===== config.mk =====
export PLATFORM = sky130hd
export DESIGN_NAME = alu_cmd_sequencer_flat
export DESIGN_NICKNAME = d
export VERILOG_FILES = /design/src/rtl/alu_cmd_sequencer_if.sv /design/src/rtl/alu_cmd_sequencer.sv /design/src/flat_wrapper.sv
export SDC_FILE = /design/constraint.sdc
export NUM_CORES = 1
export LEC_CHECK = 0
export CORE_MARGIN = 3
export CORE_UTILIZATION = 54
export CTS_CLUSTER_SIZE = 20
export DETAILED_ROUTE_END_ITERATION = 12
export PLACE_DENSITY = 0.75
export SYNTH_ARGS = -nofsm -noshare
export SYNTH_HDL_FRONTEND = slang
export SYNTH_SLANG_ARGS = --single-unit

===== constraint.sdc =====
create_clock -name clk -period 2.64 [get_ports clk]
set_input_delay 0.528 -clock clk [delete_from_list [all_inputs] [get_ports clk]]
set_output_delay 0.528 -clock clk [all_outputs]
set_load 0.02 [all_outputs]

===== src/rtl/alu_cmd_sequencer_if.sv =====
// Command / ALU / result bundle for alu_cmd_sequencer.
//   in_*   : command valid/ready input (mode, op, a, b)
//   alu_*  : registered operands to the external ALU, alu_f is its result
//   out_*  : result valid/ready output with divide-by-zero flag
//   count  : command FIFO occupancy
// slave  : the sequencer side
// master : the side that issues commands, hosts the ALU and consumes results
interface alu_cmd_sequencer_if #(
    parameter int unsigned W     = 8,
    parameter int unsigned DEPTH = 4
);
    localparam int unsigned CW = $clog2(DEPTH) + 1;

    logic          in_valid;
    logic          in_ready;
    logic          in_mode;
    logic [1:0]    in_op;
    logic [W-1:0]  in_a;
    logic [W-1:0]  in_b;

    logic          alu_mode;
    logic [1:0]    alu_op;
    logic [W-1:0]  alu_a;
    logic [W-1:0]  alu_b;
    logic [W-1:0]  alu_f;

    logic          out_valid;
    logic          out_ready;
    logic [W-1:0]  out_f;
    logic          out_err;

    logic [CW-1:0] count;

    modport slave (
        input  in_valid, in_mode, in_op, in_a, in_b, alu_f, out_ready,
        output in_ready, alu_mode, alu_op, alu_a, alu_b, out_valid, out_f, out_err, count
    );

    modport master (
        output in_valid, in_mode, in_op, in_a, in_b, alu_f, out_ready,
        input  in_ready, alu_mode, alu_op, alu_a, alu_b, out_valid, out_f, out_err, count
    );
endinterface


===== src/rtl/alu_cmd_sequencer.sv =====
// Command front-end for an 8-bit combinational ALU.
// Commands arrive on a valid/ready input and are queued in a DEPTH-entry FIFO.
// The FSM pops one command into the alu_* registers, lets the ALU settle for a
// cycle, captures alu_f into out_f (forced to all ones on divide by zero) and
// holds it on a valid/ready output until accepted.
// Ports:
//   clk   : clock, rising edge
//   rst_n : asynchronous active-low reset
//   bus   : alu_cmd_sequencer_if.slave (command in, ALU drive/result, result out, count)
module alu_cmd_sequencer #(
    parameter int unsigned W     = 8,
    parameter int unsigned DEPTH = 4
) (
    input logic                clk,
    input logic                rst_n,
    alu_cmd_sequencer_if.slave bus
);
    localparam int unsigned PW = $clog2(DEPTH);
    localparam int unsigned CW = PW + 1;
    localparam int unsigned EW = 3 + 2 * W;
    localparam logic [CW-1:0] Full = CW'(DEPTH);

    typedef enum logic [1:0] {StIdle, StDrive, StHold} state_e;

    state_e        state_q, state_d;
    logic [EW-1:0] mem_q [DEPTH];
    logic [PW-1:0] wptr_q, rptr_q;
    logic [CW-1:0] count_q, count_d;
    logic          push, pop, capture;
    logic [EW-1:0] head;

    logic          alu_mode_q;
    logic [1:0]    alu_op_q;
    logic [W-1:0]  alu_a_q, alu_b_q;
    logic [W-1:0]  out_f_q;
    logic          out_err_q;
    logic          div_zero;

    assign push = bus.in_valid & bus.in_ready;
    assign head = mem_q[rptr_q];

    // Judged on the operands currently on the ALU, i.e. the command in DRIVE.
    assign div_zero = alu_mode_q & (alu_op_q == 2'b10) & (alu_b_q == '0);

    always_comb begin
        state_d = state_q;
        pop     = 1'b0;
        capture = 1'b0;
        unique case (state_q)
            StIdle: begin
                if (count_q != '0) begin
                    pop     = 1'b1;
                    state_d = StDrive;
                end
            end
            StDrive: begin
                capture = 1'b1;
                state_d = StHold;
            end
            StHold: begin
                if (bus.out_ready) begin
                    if (count_q != '0) begin
                        pop     = 1'b1;
                        state_d = StDrive;
                    end else begin
                        state_d = StIdle;
                    end
                end
            end
            default: state_d = StIdle;
        endcase
    end

    always_comb begin
        count_d = count_q;
        case ({push, pop})
            2'b10:   count_d = count_q + CW'(1);
            2'b01:   count_d = count_q - CW'(1);
            default: count_d = count_q;
        endcase
    end

    // Storage needs no reset: an entry is only read after it has been written.
    always_ff @(posedge clk) begin
        if (push) begin
            mem_q[wptr_q] <= {bus.in_mode, bus.in_op, bus.in_a, bus.in_b};
        end
    end

    always_ff @(posedge clk or negedge rst_n) begin
        if (!rst_n) begin
            state_q    <= StIdle;
            wptr_q     <= '0;
            rptr_q     <= '0;
            count_q    <= '0;
            alu_mode_q <= 1'b0;
            alu_op_q   <= 2'b00;
            alu_a_q    <= '0;
            alu_b_q    <= '0;
            out_f_q    <= '0;
            out_err_q  <= 1'b0;
        end else begin
            state_q <= state_d;
            count_q <= count_d;
            if (push) begin
                wptr_q <= wptr_q + PW'(1);
            end
            if (pop) begin
                rptr_q     <= rptr_q + PW'(1);
                alu_mode_q <= head[EW-1];
                alu_op_q   <= head[EW-2:EW-3];
                alu_a_q    <= head[2*W-1:W];
                alu_b_q    <= head[W-1:0];
            end
            if (capture) begin
                out_err_q <= div_zero;
                out_f_q   <= div_zero ? {W{1'b1}} : bus.alu_f;
            end
        end
    end

    assign bus.in_ready  = (count_q < Full);
    assign bus.count     = count_q;
    assign bus.alu_mode  = alu_mode_q;
    assign bus.alu_op    = alu_op_q;
    assign bus.alu_a     = alu_a_q;
    assign bus.alu_b     = alu_b_q;
    assign bus.out_valid = (state_q == StHold);
    assign bus.out_f     = out_f_q;
    assign bus.out_err   = out_err_q;
endmodule


===== src/flat_wrapper.sv =====
// flat-port wrapper written by rule: the top's interface ports become plain ports
module alu_cmd_sequencer_flat 
#(
    parameter int unsigned W     = 8,
    parameter int unsigned DEPTH = 4
)
  (clk, rst_n, bus_in_valid, bus_in_mode, bus_in_op, bus_in_a, bus_in_b, bus_alu_f, bus_out_ready, bus_in_ready, bus_alu_mode, bus_alu_op, bus_alu_a, bus_alu_b, bus_out_valid, bus_out_f, bus_out_err, bus_count);
  alu_cmd_sequencer_if #(.W(W), .DEPTH(DEPTH)) bus_i ();
  input logic clk;
  input logic rst_n;
  input wire logic [$bits(bus_i.in_valid)-1:0] bus_in_valid;
  input wire logic [$bits(bus_i.in_mode)-1:0] bus_in_mode;
  input wire logic [$bits(bus_i.in_op)-1:0] bus_in_op;
  input wire logic [$bits(bus_i.in_a)-1:0] bus_in_a;
  input wire logic [$bits(bus_i.in_b)-1:0] bus_in_b;
  input wire logic [$bits(bus_i.alu_f)-1:0] bus_alu_f;
  input wire logic [$bits(bus_i.out_ready)-1:0] bus_out_ready;
  output wire logic [$bits(bus_i.in_ready)-1:0] bus_in_ready;
  output wire logic [$bits(bus_i.alu_mode)-1:0] bus_alu_mode;
  output wire logic [$bits(bus_i.alu_op)-1:0] bus_alu_op;
  output wire logic [$bits(bus_i.alu_a)-1:0] bus_alu_a;
  output wire logic [$bits(bus_i.alu_b)-1:0] bus_alu_b;
  output wire logic [$bits(bus_i.out_valid)-1:0] bus_out_valid;
  output wire logic [$bits(bus_i.out_f)-1:0] bus_out_f;
  output wire logic [$bits(bus_i.out_err)-1:0] bus_out_err;
  output wire logic [$bits(bus_i.count)-1:0] bus_count;
  assign bus_i.in_valid = bus_in_valid;
  assign bus_i.in_mode = bus_in_mode;
  assign bus_i.in_op = bus_in_op;
  assign bus_i.in_a = bus_in_a;
  assign bus_i.in_b = bus_in_b;
  assign bus_i.alu_f = bus_alu_f;
  assign bus_i.out_ready = bus_out_ready;
  assign bus_in_ready = bus_i.in_ready;
  assign bus_alu_mode = bus_i.alu_mode;
  assign bus_alu_op = bus_i.alu_op;
  assign bus_alu_a = bus_i.alu_a;
  assign bus_alu_b = bus_i.alu_b;
  assign bus_out_valid = bus_i.out_valid;
  assign bus_out_f = bus_i.out_f;
  assign bus_out_err = bus_i.out_err;
  assign bus_count = bus_i.count;
  alu_cmd_sequencer #(.W(W), .DEPTH(DEPTH)) u_core (.clk(clk), .rst_n(rst_n), .bus(bus_i));
endmodule

==> results list, run 1 <==
- Run status: completed
* Post-Synthesis Cell Area: 4400 um^2
* Total global routing overflow: 0
- Overall die width: 96.2 um
* Number of cells on the critical path: 3
- CTS H-Tree Depth: 4
* # Max-Cap Violations: 0
- Final-layout setup total negative slack: 0 ps
* Total leakage power: 2.15 nW
* Max transition margin: 44.0%
* Kind of launch point of the worst setup path: flop
- Counting the buffers created by CTS gives 17.
- Worst R2R Start: u_core.state_q[1]$_DFFE_PN0P_
* Number of distinct standard cells referenced by the synthesized netlist: 28
* Number of input and output port buffers inserted: 63
* List of cells traversed by the critical path: nand2b_1 > inv_1 > clkdlybuf4s50_1
- Wire length of the first global-routing pass: 13.0 mm
* Endpoint class of the critical path: output pin
- Final critical-path share of the clock period: 87.9%
* Clock transition at path regs: 60 ps
* Synthesized area divided by synthesized cell count: 19.3 um^2
- The floorplan has 32 rows.
- Most frequent cells in the layout: sky130_fd_sc_hd__edfxtp_1, sky130_fd_sc_hd__clkdlybuf4s50_1, sky130_fd_sc_hd__dfrtp_1
- The endpoint identified for the worst register-to-register timing path is u_core.bus.count[2]$_DFFE_PN0P_.
- Path depth of the worst reg2reg path: 8
- Counting every net in the synthesized netlist gives 265.
- DRC violation count after routing: 0
- At the pin with the least slew margin, the transition time is 840 ps.
- Leading cell type in the layout, fill and taps excluded: sky130_fd_sc_hd__edfxtp_1
* Number of synthesis warnings: 0
- In this run the register-to-register setup slack is 790 ps.
* TritonCTS clock tree: built
- The slowest stage of the critical path belongs to the cell sky130_fd_sc_hd__clkdlybuf4s50_1.
* Maximum buffer depth of the clock tree: 2
- Top Family by Delay on Critical Path: buffers and inverters
* Floorplan die area: 9260 um^2
- Core region area: 7810 um^2
* First DRT Iteration DRCs: 151
* Detailed-route via count: 2283
- Final layout net count: 348
* Class of the most critical hold timing path: in -> async
- Fill cell count: 481
- Final setup margin: 320 ps
- Hold violation count in the final report: 0
- Setup repair after global routing left no endpoint under its margin.
- For the worst setup path, the data arrival time is 1790 ps.
* Post-CTS resize count: 0
- Longest individual stage delay on the worst path: 590 ps
- Share of cells above drive strength 1: 24.7%
- The area growth from synthesis to layout is 30.4%.
* Largest net degree at the start of global routing: 38
- Worst IR Drop VDD: 590 uV
- Count of state elements after synthesis: 113
- Clock period minus worst slack: 2320 ps
- Instance count of the mapped netlist: 228
- Data required time of the worst path: 2110 ps
- Post-CTS timing repair inserted 0 buffers for setup.
- At the placement stage, the worst setup path has a slack of 266 ps.
* Skew final: 14.6 ps
- Final ANT Viol Nets: 0
- Total Wirelength: 8.25 mm
- Clock latency on the worst-skew pair: 510 ps
- In this run the worst path has a maximum fanout of 6.
* Routability cong.: 0.655
- Summing the sequential cell areas from Yosys gives 73.0% of the chip area.
* Max Freq: 431 MHz
* Die height: 96.2 um
* Number of antenna violations at the first check in global routing: 0
- Number of global-route vias before repair: 2413
* PwrDens: 1290 nW/um^2
- The number of buffers and inverters on the critical path is 2.
* Post-route total power: 7.37 mW
- Buffers inserted to repair hold after CTS numbered 0.
* Root buf cell: sky130_fd_sc_hd__clkbuf_8
* Num ports: 64
- Routed wire length per instance: 19.4 um
- Summed over all nets, the half-perimeter wirelength after detailed placement is 4.88 mm.
- Via density per instance: 5.36
- Global routing consumed, over all layers together, 20.2% of the routing resources.
* Pins Over Slew Limit: 0
- Setup violations remaining at the end of the flow were counted as 0.
* Starting density of the core: 56.3%
* Diode insertion count for antenna repair: 0
- Sinks on Clock Net: 113
* Number of iterations in the first detailed-routing pass: 4
* Worst Path Class, Setup: reg -> out
## worst reg2reg max path: stages (launching register included)
cell,delay [ps]
sky130_fd_sc_hd__dfrtp_1,410
sky130_fd_sc_hd__nor2b_1,190
sky130_fd_sc_hd__nor3_4,140
sky130_fd_sc_hd__ha_1,200
sky130_fd_sc_hd__inv_1,60
sky130_fd_sc_hd__fa_1,370
sky130_fd_sc_hd__xor2_1,150
sky130_fd_sc_hd__nor2_1,120
sky130_fd_sc_hd__xnor2_1,130
## through the flow
stage / utilization (%) / cells / hold WS [ps] / cell area [um^2]
floorplan: - / 228 / 232 / 4400
global placement: 66.3 / 394 / 466 / 5170
detailed placement: 66.3 / 394 / 473 / 5170
CTS: 73.4 / 426 / 144 / 5730
global route: 73.4 / 426 / 185 / 5730
finish: 73.4 / 426 / 132 / 5730
## cell usage after synthesis (all sizes together)
master	number	area [um^2]
edfxtp	76	2280
dfrtp	37	926
mux2	19	282
mux4	19	432
nor2	17	63.8
a21oi	8	40.0
inv	8	30.0
clkbuf	5	18.8
ha	5	62.6
and2	4	25.0
buf	4	37.5
nor3	4	30.0
nor2b	3	18.8
o21ai	3	15.0
xnor2	3	26.3
xor2	3	26.3
nand2	2	7.51
nand2b	2	12.5
fa	1	20.0
mux2i	1	10.0
nand3	1	5.00
nor4	1	6.26
nor4b	1	8.76
nor4bb	1	10.0
## metal layers
metal  share of wire, %  track usage [%]  up-vias
met5                  0                0        -
met4               0.98             8.18        0
met3                7.2             6.18        4
met2                 53             33.4       87
met1                 39             25.0     1163
li1                   -                -     1029
## how the worst max path moves through the flow
stage / start / end
after CTS: u_core.state_q[0]$_DFFE_PN0P_ / bus_out_valid
after detailed placement: bus_out_ready / u_core.bus.count[2]$_DFFE_PN0P_
after global placement: bus_out_ready / u_core.bus.count[2]$_DFFE_PN0P_
after global routing: u_core.state_q[0]$_DFFE_PN0P_ / bus_out_valid
final: u_core.state_q[0]$_DFFE_PN0P_ / bus_out_valid
after floorplan: u_core.bus.count[0]$_DFFE_PN0P_ / u_core.bus.count[2]$_DFFE_PN0P_
## cell families after synthesis
logic type	after synthesis	synth area share (%)
xor gates and xnor gates	6	1.20
adders and majority gates	6	1.88
buffers and inverters	17	1.96
DFF	113	73.0
AOI/OAI and AO/OA	11	1.25
muxes	39	16.5
and+or+nand+nor	36	4.27
## power breakdown
part	leakage, nW	internal (mW)	switching, mW	total [mW]
registers	1.12	2.37	0.276	2.65
clock network	0.265	1.33	0.766	2.09
logic	0.769	1.40	1.23	2.63
## flip-flops by register name, summed over array words and instances, names as in the netlist
register / count
u_core.mem_q: 76
u_core.rptr_q: 2
u_core.bus.alu_a: 8
u_core.bus.out_f: 8
u_core.bus.alu_b: 8
u_core.bus.count: 3
u_core.bus.alu_mode: 1
u_core.wptr_q: 2
u_core.state_q: 2
u_core.bus.alu_op: 2
u_core.bus.out_err: 1
## layout make-up
type                            instances  area, um^2  share of cell area [%]
Sequential cell                       113        3210                    56.0
Multi-Input combinational cell         98        1110                    19.3
Timing Repair Buffer                   73         701                    12.2
Clock buffer                           17         414                    7.23
Clock inverter                         15         144                    2.51
Tap cell                              102         128                    2.23
Inverter                                8        30.0                   0.524
Note: power is estimated with default switching activity, not from simulation.
==> inputs of run 2 (changes only) <==
CORE_ASPECT_RATIO = 0.5   (was unset)
SLEW_MARGIN = 20   (was unset)
==> run 2 against run 1 <==
  * Sequential share of layout area is 0.13 points higher
  * Highest routed layer unchanged
  * Clock power hardly changed
  * Largest power group unchanged
  * Register-to-register slack worse by 50 ps
==> results list, run 2 (synthesis gave the netlist of run 1 again) <==
- The data arrival time of the worst path came to 1670 ps (was 1790 ps).
* First DRT Iteration DRCs: 127 (was 151)
- Floorplan die area: 9320 um^2 (was 9260 um^2)
- The actual transition at the worst max-transition pin came to 885 ps (was 840 ps).
- The multi-input logic area came to 1110 um^2 (unchanged).
* Final setup margin: 442 ps (was 320 ps)
- Leading cell type in the layout, fill and taps excluded: sky130_fd_sc_hd__edfxtp_1 (unchanged)
- The switching power total is 2.18 mW (was 2.27 mW).
- Final setup viols: 0 (unchanged)
- The largest vdd supply drop was 617 uV (was 590 uV).
- Run status: completed (unchanged).
- The register with the highest flop count was u_core.mem_q (unchanged).
* Total global routing overflow: 0 (unchanged)
* DPL Wire Length: 5.05 mm (was 4.88 mm)
- Wire length of the first global-routing pass: 13.0 mm (about the same)
- The die outline width is 134 um (was 96.2 um).
- The detailed-router iteration count before antenna repair came to 4 (unchanged).
- The total negative slack is 0 ps (unchanged).
- Clock period minus worst slack: 2200 ps (was 2320 ps)
- The effective utilization at floorplan is 57.9% (was 56.3%).
- Top Family by Delay on Critical Path: buffers and inverters (unchanged)
- Most frequent cells in the layout: sky130_fd_sc_hd__edfxtp_1, sky130_fd_sc_hd__clkdlybuf4s50_1, sky130_fd_sc_hd__dfrtp_1 (unchanged).
- Core region area: 7600 um^2 (was 7810 um^2)
- RSZ-0062 raised after global routing: no (unchanged).
* Die height: 69.8 um (was 96.2 um)
- Routability cong.: 0.680 (was 0.655)
- The delay contributed by the slowest stage of the critical path came to 590 ps (about the same).
- The clock-pin slew on the worst setup and hold paths came to 50 ps (was 60 ps).
- GRT Total Usage: 19.1% (was 20.2%)
- Number of global-route vias before repair: 2397 (was 2413)
* P_int: 5.14 mW (was 5.10 mW)
- The buffer and inverter count on the worst path was 2 (unchanged).
- The boundary pin count came to 64 (unchanged).
- Kind of launch point of the worst setup path: flop (unchanged)
- Data required time of the worst path: 2110 ps (about the same)
- Max transition margin: 41.0% (was 44.0%)
* Final layout net count: 346 (was 348)
- The number of buffers added for setup after CTS came to 0 (unchanged).
- The total via count after detailed routing was 2272 (was 2283).
- The total of max-cap violations is 0 (unchanged).
* Number of standard-cell rows in the floorplan: 22 (was 32)
* Clock latency on the worst-skew pair: 400 ps (was 510 ps)
* Area delta synth->final: 30.1% (was 30.4%)
* Number of input and output port buffers inserted: 63 (unchanged)
* Post-cts hold buffer count: 0 (unchanged)
- Post-CTS resize count: 0 (unchanged)
- The category of the worst setup path capture point is an output pin (unchanged).
- Skew final: 5.26 ps (was 14.6 ps)
* Final critical-path share of the clock period: 83.2% (was 87.9%)
* CTS H-Tree Depth: 4 (unchanged)
- Class of the most critical hold timing path: in -> async (unchanged)
- The final routed DRC violation total is 0 (unchanged).
- The pin count of the biggest net entering global routing is 38 (unchanged).
- Maximum buffer depth of the clock tree: 2 (unchanged)
- CP max-delay cell: sky130_fd_sc_hd__clkdlybuf4s50_1 (unchanged)
- The proportion of total power due to net switching was 29.8% (was 30.8%).
* Hold violation count in the final report: 0 (unchanged)
- The area taken by flip-flops and latches was 3210 um^2 (unchanged).
* Fill cell count: 478 (was 481)
* Sinks on Clock Net: 113 (unchanged)
- Total leakage power: 2.15 nW (about the same)
- Pins Over Slew Limit: 0 (unchanged)
* Max Freq: 455 MHz (was 431 MHz)
* Number of antenna violations at the first check in global routing: 0 (unchanged)
* Number of flip-flops in the largest register: 76 (unchanged)
- Diode insertion count for antenna repair: 0 (unchanged)
- List of cells traversed by the critical path: nand2b_1 > inv_1 > clkdlybuf4s50_1 (unchanged)
* Root buf cell: sky130_fd_sc_hd__clkbuf_16 (was sky130_fd_sc_hd__clkbuf_8)
* Combinational share of power: 35.5% (was 35.6%)
- Sequential share of power: 36.3% (was 36.0%)
- The number of routed nets with antenna violations is 0 (unchanged).
* Share of cells above drive strength 1: 22.7% (was 24.7%)
* TritonCTS clock tree: built (unchanged)
* Worst Path Class, Setup: reg -> out (unchanged)
- Maximum net fanout on the critical path: 6 (unchanged)
- The post-placement worst setup slack is 280 ps (was 266 ps).
- The average via count per standard cell came to 5.28 (was 5.36).
- The cell area power density is 1280 nW/um^2 (was 1290 nW/um^2).
* Routed wire length per instance: 18.7 um (was 19.4 um)
* Total Wirelength: 8.06 mm (was 8.25 mm)
- The number of buffers inserted during clock tree synthesis came to 17 (unchanged).
- The portion of total power attributed to the clock network came to 28.2% (was 28.4%).
==> run 2: final cells by class <==
class                           instances  share of cell area (%)
Sequential cell                       113                    56.1
Multi-Input combinational cell         98                    19.4
Clock buffer                           25                    8.67
Inverter                                8                   0.525
Timing Repair Buffer                   71                    12.0
Clock inverter                          7                   0.985
Tap cell                              108                    2.36
==> run 2: power by group through the flow <==
| stage | sequential (mW) | combinational (mW) | clock [mW] |
|---|---|---|---|
| finish | 2.65 | 2.60 | 2.07 |
| detailed placement | 2.68 | 2.61 | 0 |
| global route | 2.71 | 2.79 | 2.20 |
| floorplan | 2.89 | 1.48 | 0 |
| global placement | 2.65 | 2.53 | 0 |
| CTS | 2.65 | 2.63 | 2.10 |
==> run 2: metal layers <==
| metal | GRT usage, % | vias to the layer above | wire length (um) |
|---|---|---|---|
| met5 | 0 | - | 0 |
| met3 | 5.14 | 9 | 349 |
| li1 | - | 1031 | - |
| met1 | 24.4 | 1170 | 3630 |
| met4 | 8.89 | 0 | 93 |
| met2 | 30.8 | 62 | 3980 |
==> run 2: final timing paths <==
| check | from | to | slack (ps) | cells past startpoint |
|---|---|---|---|---|
| setup / recovery | u_core.state_q[0]$_DFFE_PN0P_ | bus_out_valid | 440 | 3 |
| min in group clk | u_core.bus.out_err$_DFFE_PN0N_ | u_core.bus.out_err$_DFFE_PN0N_ | 480 | 2 |
| hold reg to reg | u_core.bus.out_err$_DFFE_PN0N_ | u_core.bus.out_err$_DFFE_PN0N_ | 480 | 2 |
| setup reg to reg | u_core.rptr_q[0]$_DFFE_PN0P_ | u_core.bus.alu_b[4]$_DFFE_PN0P_ | 740 | 3 |
| max in group asynchronous | rst_n | u_core.wptr_q[1]$_DFFE_PN0P_ | 1830 | 1 |
| hold / removal | rst_n | u_core.bus.alu_a[2]$_DFFE_PN0P_ | 260 | 1 |
==> run 2: through the flow <==
step                util (%)  area [um^2]  power (mW)  hold WS (ps)  std cells
floorplan                  -         4400        4.38           232        228
global placement        68.0         5170        5.18           469        398
detailed placement      68.0         5170        5.29           472        398
CTS                     75.3         5720        7.39           272        430
global route            75.3         5720        7.69           308        430
finish                  75.3         5720        7.32           258        430
